==> src/rtl/bubble.sv <==
// bubble: two-entry skid-buffer pipeline slice for a valid/ready stream.
// Registers both the forward path (vld_b, data_b) and the backward path
// (rdy_a), so no input reaches any output combinationally. It sustains one
// word per cycle.
// Optional feature macro: BUBBLE_STATS_EN adds the xfer_cnt and full_o ports.
module bubble #(
    parameter int unsigned WIDTH = 32
) (
    input  logic             clk,
    input  logic             rst,
    input  logic [WIDTH-1:0] data_a,
    input  logic             vld_a,
    output logic             rdy_a,
    output logic [WIDTH-1:0] data_b,
    output logic             vld_b,
    input  logic             rdy_b
`ifdef BUBBLE_STATS_EN
    ,
    output logic [31:0]      xfer_cnt,
    output logic             full_o
`endif
);

    // EMPTY: no word held, HALF: main only, FULL: main and skid
    typedef enum logic [1:0] {
        ST_EMPTY = 2'd0,
        ST_HALF  = 2'd1,
        ST_FULL  = 2'd2
    } state_e;

    state_e           state_q, state_d;
    logic [WIDTH-1:0] main_q, main_d;
    logic [WIDTH-1:0] skid_q, skid_d;
    logic             rdy_a_q;
    logic             vld_b_q;

    logic             xfer_a;
    logic             xfer_b;

    // Handshakes are evaluated against the registered ready/valid only
    assign xfer_a = vld_a && rdy_a_q;
    assign xfer_b = vld_b_q && rdy_b;

    assign rdy_a  = rdy_a_q;
    assign vld_b  = vld_b_q;
    assign data_b = main_q;

    // Next-state and next-data selection for the two storage slots
    always_comb begin
        state_d = state_q;
        main_d  = main_q;
        skid_d  = skid_q;
        case (state_q)
            ST_EMPTY: begin
                if (xfer_a) begin
                    main_d  = data_a;
                    state_d = ST_HALF;
                end
            end
            ST_HALF: begin
                if (xfer_a && xfer_b) begin
                    main_d = data_a;
                end else if (xfer_a) begin
                    skid_d  = data_a;
                    state_d = ST_FULL;
                end else if (xfer_b) begin
                    state_d = ST_EMPTY;
                end
            end
            ST_FULL: begin
                // rdy_a is low here, so only the drain side can move
                if (xfer_b) begin
                    main_d  = skid_q;
                    state_d = ST_HALF;
                end
            end
            default: begin
                state_d = ST_EMPTY;
            end
        endcase
    end

    // State and handshake registers; outputs follow the next state
    always_ff @(posedge clk) begin
        if (rst) begin
            state_q <= ST_EMPTY;
            rdy_a_q <= 1'b0;
            vld_b_q <= 1'b0;
        end else begin
            state_q <= state_d;
            rdy_a_q <= (state_d != ST_FULL);
            vld_b_q <= (state_d != ST_EMPTY);
        end
    end

    // Payload registers carry no reset; validity is tracked by state_q
    always_ff @(posedge clk) begin
        main_q <= main_d;
        skid_q <= skid_d;
    end

`ifdef BUBBLE_STATS_EN
    localparam int unsigned CNT_W = 32;

    logic [CNT_W-1:0] cnt_q;
    logic             full_q;

    assign xfer_cnt = cnt_q;
    assign full_o   = full_q;

    // Downstream transfer counter (wraps) and registered FULL flag
    always_ff @(posedge clk) begin
        if (rst) begin
            cnt_q  <= '0;
            full_q <= 1'b0;
        end else begin
            if (xfer_b) begin
                cnt_q <= cnt_q + CNT_W'(1);
            end
            full_q <= (state_d == ST_FULL);
        end
    end
`endif

endmodule

==> config.mk <==
export PLATFORM = sky130hd
export DESIGN_NAME = bubble
export DESIGN_NICKNAME = d
export VERILOG_FILES = /design/src/rtl/bubble.sv
export SDC_FILE = /design/constraint.sdc
export NUM_CORES = 1
export LEC_CHECK = 0
export ABC_AREA = 0
export CORE_UTILIZATION = 52
export CTS_CLUSTER_DIAMETER = 120
export DETAILED_ROUTE_END_ITERATION = 12
export GPL_ROUTABILITY_DRIVEN = 0
export PLACE_DENSITY = 0.85
export SETUP_SLACK_MARGIN = 0.4
export SYNTH_ARGS = -nofsm -noshare
export SYNTH_HDL_FRONTEND = slang
export SYNTH_SLANG_ARGS = --single-unit
==> constraint.sdc <==
create_clock -name clk -period 10.1 [get_ports clk]
set_input_delay 1.01 -clock clk [delete_from_list [all_inputs] [get_ports clk]]
set_output_delay 1.01 -clock clk [all_outputs]
set_load 0.02 [all_outputs]
* After elaboration in Yosys (flattened, before gate mapping)
Cells that the tools add are included. W data, S select, Z words.
Operators by class: div/mod/pow operators 0, equality and inequality tests 6, multiply operators 0, $add $sub $neg 0, shift operators 0, mux-type cells 10, bitwise logic cells 1, reduce and logical (&&, ||, !) cells 8, order comparisons 0
Operators by type and width (number):
- $mux W32 | 3
- $pmux W32 S3 | 1
- $mux W2 | 5
- $ne A2 B2 Y1 const B | 4
- $pmux W2 S3 | 1
- $reduce_and A4 Y1 | 1
- $logic_and A1 B1 Y1 | 3
- $reduce_and A3 Y1 | 1
- $reduce_bool A3 Y1 | 1
- $eq A2 B1 Y1 const B | 1
- $eq A2 B2 Y1 const B | 1
- $logic_not A2 Y1 | 1
- $reduce_bool A2 Y1 | 1
- $not A1 Y1 | 1
Storage, ports and cells: RAM bits 0, bits in latches 0, output and inout port bits 34, memory bits (read-only) 0, bits of input ports 36, register bits after elaboration 68, memories kept 0

* Depth between registers and ports, before layout
word-level depth 6, depth in mapped cells 5, depth with buffers taken out 3

* Worst setup path before layout
OpenSTA, ideal clock, no wires.
path kind in2reg, start point input rdy_b, end point register skid_q[0], enable pin, stages on the path 2, arrival 3517 ps, path slack 6119 ps, library setup time 464 ps, path through a21bo_2 -> nor3_1
Between the ends: longest elaborated chain between the ends 4
Ends and longest elaborated chain:
- start, declared | RTL line 16 | input logic rdy_b
- $logic_and A1 B1 Y1 | RTL line 42 | assign xfer_b = vld_b_q && rdy_b;
- $logic_and A1 B1 Y1 | RTL line 61 | if (xfer_a && xfer_b) begin
- $not A1 Y1 (no line)
- $reduce_and A3 Y1 (no line)
- end signal, assigned | RTL line 99 | skid_q <= skid_d;
- end, declared | RTL line 33 | logic [WIDTH-1:0] skid_q, skid_d;
No other way between the ends. A chain may end at the register's enable or synchronous reset.

* Final worst setup path
start point input rdy_b, end point register main_q[2] (netlist: data_b[2]), enable pin
Between the ends: longest elaborated chain between the ends 4, elaborated cells on any way between the ends 5, those cells by class eq/ne: 2; reduce/logical: 3
Ends and longest elaborated chain:
- $logic_and A1 B1 Y1 (*) | RTL line 42
- $logic_and A1 B1 Y1 | RTL line 61
- $ne A2 B2 Y1 (no line)
- $reduce_and A4 Y1 (no line) (*)
- end signal, assigned | RTL line 98 | main_q <= main_d;
- end, declared | RTL line 32 | logic [WIDTH-1:0] main_q, main_d;
Mark *: on every way between the ends. The rest lies on a longest branch, timed or not.

==> results by group <==
Global routing
  • Antenna violations before repair: 0
  • Largest net degree at the start of global routing: 34
  • Total global-route track usage: 17.4%
  • Remaining global-route overflow: 0
  • Vias in the first global route: 1345
  • Global-route wire length before repair: 6510 um

Logic synthesis
  • Gate Count Post-Synth: 120
  • Post-synthesis register bit count: 68
  • Post-Synthesis Mean Instance Area: 22.2 um2
  • Syn Std Cell Area: 2660 um2
  • Sequential area share after synthesis: 75.3%
  • Post-Synthesis Net Count: 156
  • Number of warning messages in the yosys log: 0
  • Synth unique cells: 20

Worst setup path
  • Capturing element type of the critical path: flip-flop
  • Critical path start-end classification: primary input to flip-flop
  • Launching element of the worst setup path: rdy_b
  • Critical path arrival: 2.48 ns
  • Startpoint of the lowest-slack register-to-register path: state_q[1]
  • Req. time, crit path: 10.06 ns
  • Type of origin of the critical path: primary input
  • Biggest fanout along the worst timing path: 32
  • Critical path endpoint: data_b[2]
  • Slack of the worst reg-to-reg path: 8.31 ns
  • R2r worst-path depth: 3
  • Worst reg2reg path endpoint: data_b[30]

Route
  • Number of nets with antenna violations after routing: 0
  • Vias after detailed routing: 1319
  • Via/cell ratio: 4.90
  • DR WL met2: 2050 um
  • Post-Route M1 WL: 1830 um
  • Total Wirelength: 4260 um
  • Router iterations before antenna repair: 4
  • Met3 Routed Length: 318 um
  • DRC: 0
  • Initial DRC count: 64
  • DR WL/cell: 15.8 um
  • Uppermost routed layer: met4

Clock tree
  • # hold bufs at CTS: 0
  • Maximum buffer depth of the clock tree: 2
  • Number of CTS-inserted buffers: 9
  • Sinks on Clock Net: 68
  • Clock-pin slew on the worst setup and hold paths: 0.06 ns
  • CTS tree: done
  • Post-cts gate resize count: 0
  • Cell at the root of the clock tree: sky130_fd_sc_hd__clkbuf_8
  • Clock latency on the worst-skew pair: 0.33 ns
  • Buffers inserted by post-CTS timing repair: 0
  • Number of H-tree levels: 3

Worst hold path
  • Class of the tightest hold or removal check: flip-flop to flip-flop
  • Startpoint of the tightest hold check path: skid_q[8]

Floorplan
  • Floorplan die area: 5400 um2
  • Chip height: 73.5 um
  • Width of the chip: 73.5 um
  • Number of core rows: 25
  • Area inside the core boundary: 4820 um2
  • Boundary Pins: 70
  • Effective utilization at floorplan: 55.2%

Pwr
  • Total leakage power: 1.23 nW
  • Max VDD drop: 0.000103 V
  • Power per Cell Area: 160 nW/um2
  • Total power draw: 0.000565 W

Placement
  • Post-detail-place hpwl: 2900 um
  • Worst slack at placement: 7.23 ns
  • Total of buffers placed on input and output ports: 69

STA
  • Post-route clock skew: 0.00572 ns
  • Top achievable clock speed: 0.396 GHz
  • Hold violation count in the final report: 0
  • Slew at the pin closest to its max-slew limit: 0.746 ns
  • Final worst-path setup slack: 7.58 ns
  • Share of the clock period used by the worst path: 25.0%
  • RSZ-0062 raised after global routing: false
  • Setup TNS: 0 ns
  • Final Slew Violations: 0
  • Fin Hold WS: 0.547 ns
  • Endpoints failing setup: 0
  • Clock period minus final worst setup slack: 2.52 ns
  • Worst slew margin: 50.3%

Layout
  • Net count, final: 234
  • Number of filler cells placed in the layout: 306
  • Fin util: 73.3%
  • Number of inserted diodes: 0
  • Highest-count cells in the layout ignoring fill and taps: sky130_fd_sc_hd__clkdlybuf4s50_1 (69), sky130_fd_sc_hd__edfxtp_1 (64), sky130_fd_sc_hd__mux2_4 (28)
  • Syn-to-layout area delta: 32.8%
  • Share of cells above drive strength 1: 24.8%
  • Most common cell after layout, fill and taps aside: sky130_fd_sc_hd__clkdlybuf4s50_1

Status
  • Status: completed

Job
  • Count of max-cap constraint violations: 0
[power by group]
part           internal [W]  leakage [nW]  switching (W)
sequential         0.000323         0.620     0.00000461
combinational     0.0000381         0.531      0.0000286
clock             0.0000839        0.0761      0.0000871
[routing by layer]
metal | vias to the layer above | GRT usage [%]
li1 | 632 | -
met2 | 59 | 27.2
met4 | 0 | 8.33
met1 | 621 | 21.2
met5 | - | 0
met3 | 7 | 6.72
[flip-flops by register name (all words and copies together) (netlist names)]
| register | flops |
|---|---|
| data_b | 32 |
| rdy_a | 1 |
| skid_q | 32 |
| state_q | 2 |
| vld_b | 1 |
[cells in the mapped netlist]
cell	number	area [um2]
sky130_fd_sc_hd__a22o_2	1	10.0
sky130_fd_sc_hd__a21boi_0	1	7.51
sky130_fd_sc_hd__edfxtp_1	64	1920
sky130_fd_sc_hd__nor2_1	1	3.75
sky130_fd_sc_hd__buf_12	3	60.1
sky130_fd_sc_hd__nor2b_4	1	13.8
sky130_fd_sc_hd__a21bo_2	1	10.0
sky130_fd_sc_hd__nor3_1	1	5.00
sky130_fd_sc_hd__a211oi_1	1	7.51
sky130_fd_sc_hd__and3b_1	1	8.76
sky130_fd_sc_hd__o21ai_0	1	5.00
sky130_fd_sc_hd__nand2_1	2	7.51
sky130_fd_sc_hd__dfxtp_1	4	80.1
sky130_fd_sc_hd__a21oi_1	2	10.0
sky130_fd_sc_hd__a211oi_2	1	12.5
sky130_fd_sc_hd__mux2_4	28	420
sky130_fd_sc_hd__mux2_2	4	45.0
sky130_fd_sc_hd__buf_6	1	11.3
sky130_fd_sc_hd__a21oi_2	1	8.76
sky130_fd_sc_hd__o211a_1	1	10.0
[worst max-delay path: stages]
cell and delay [ns]:
sky130_fd_sc_hd__clkdlybuf4s50_1 0.53, sky130_fd_sc_hd__nand2_1 0.11, sky130_fd_sc_hd__nor2_1 0.15, sky130_fd_sc_hd__a22o_2 0.66
[worst min-delay path by stage]
stage | slack (ns) | endpoint | cells past startpoint
after detailed placement | 0.53 | state_q[1] | 1
after floorplan | 0.50 | vld_b | 1
after global routing | 0.55 | data_b[2] | 1
final | 0.55 | data_b[8] | 1
after CTS | 0.55 | state_q[1] | 1
after global placement | 0.50 | state_q[1] | 1
[cell type report]
| type | instances | area (um2) | area share (%) |
|---|---|---|---|
| sequential | 68 | 2000 | 56.7 |
| clock buffer | 10 | 128 | 3.62 |
| multi-input combinational | 48 | 591 | 16.7 |
| timing repair buffer | 71 | 706 | 20.0 |
| clock inverter | 5 | 20.0 | 0.567 |
| tap | 67 | 83.8 | 2.38 |
[kinds of logic after synthesis]
family                 count (synthesis)  synth area share (%)
flip-flops                            68                  75.3
multiplexers                          32                  17.5
AO/OA/AOI/OAI                         10                  3.06
AND/OR/NAND/NOR                        6                  1.46
buffers and inverters                  4                  2.68
[metrics by stage]
stage                     instances  cell area [um2]
after floorplan                 120             2660
after global placement          254             3380
after detailed placement        254             3380
after CTS                       269             3530
after global routing            269             3530
final                           269             3530
Power figures use the tool's default switching activity.
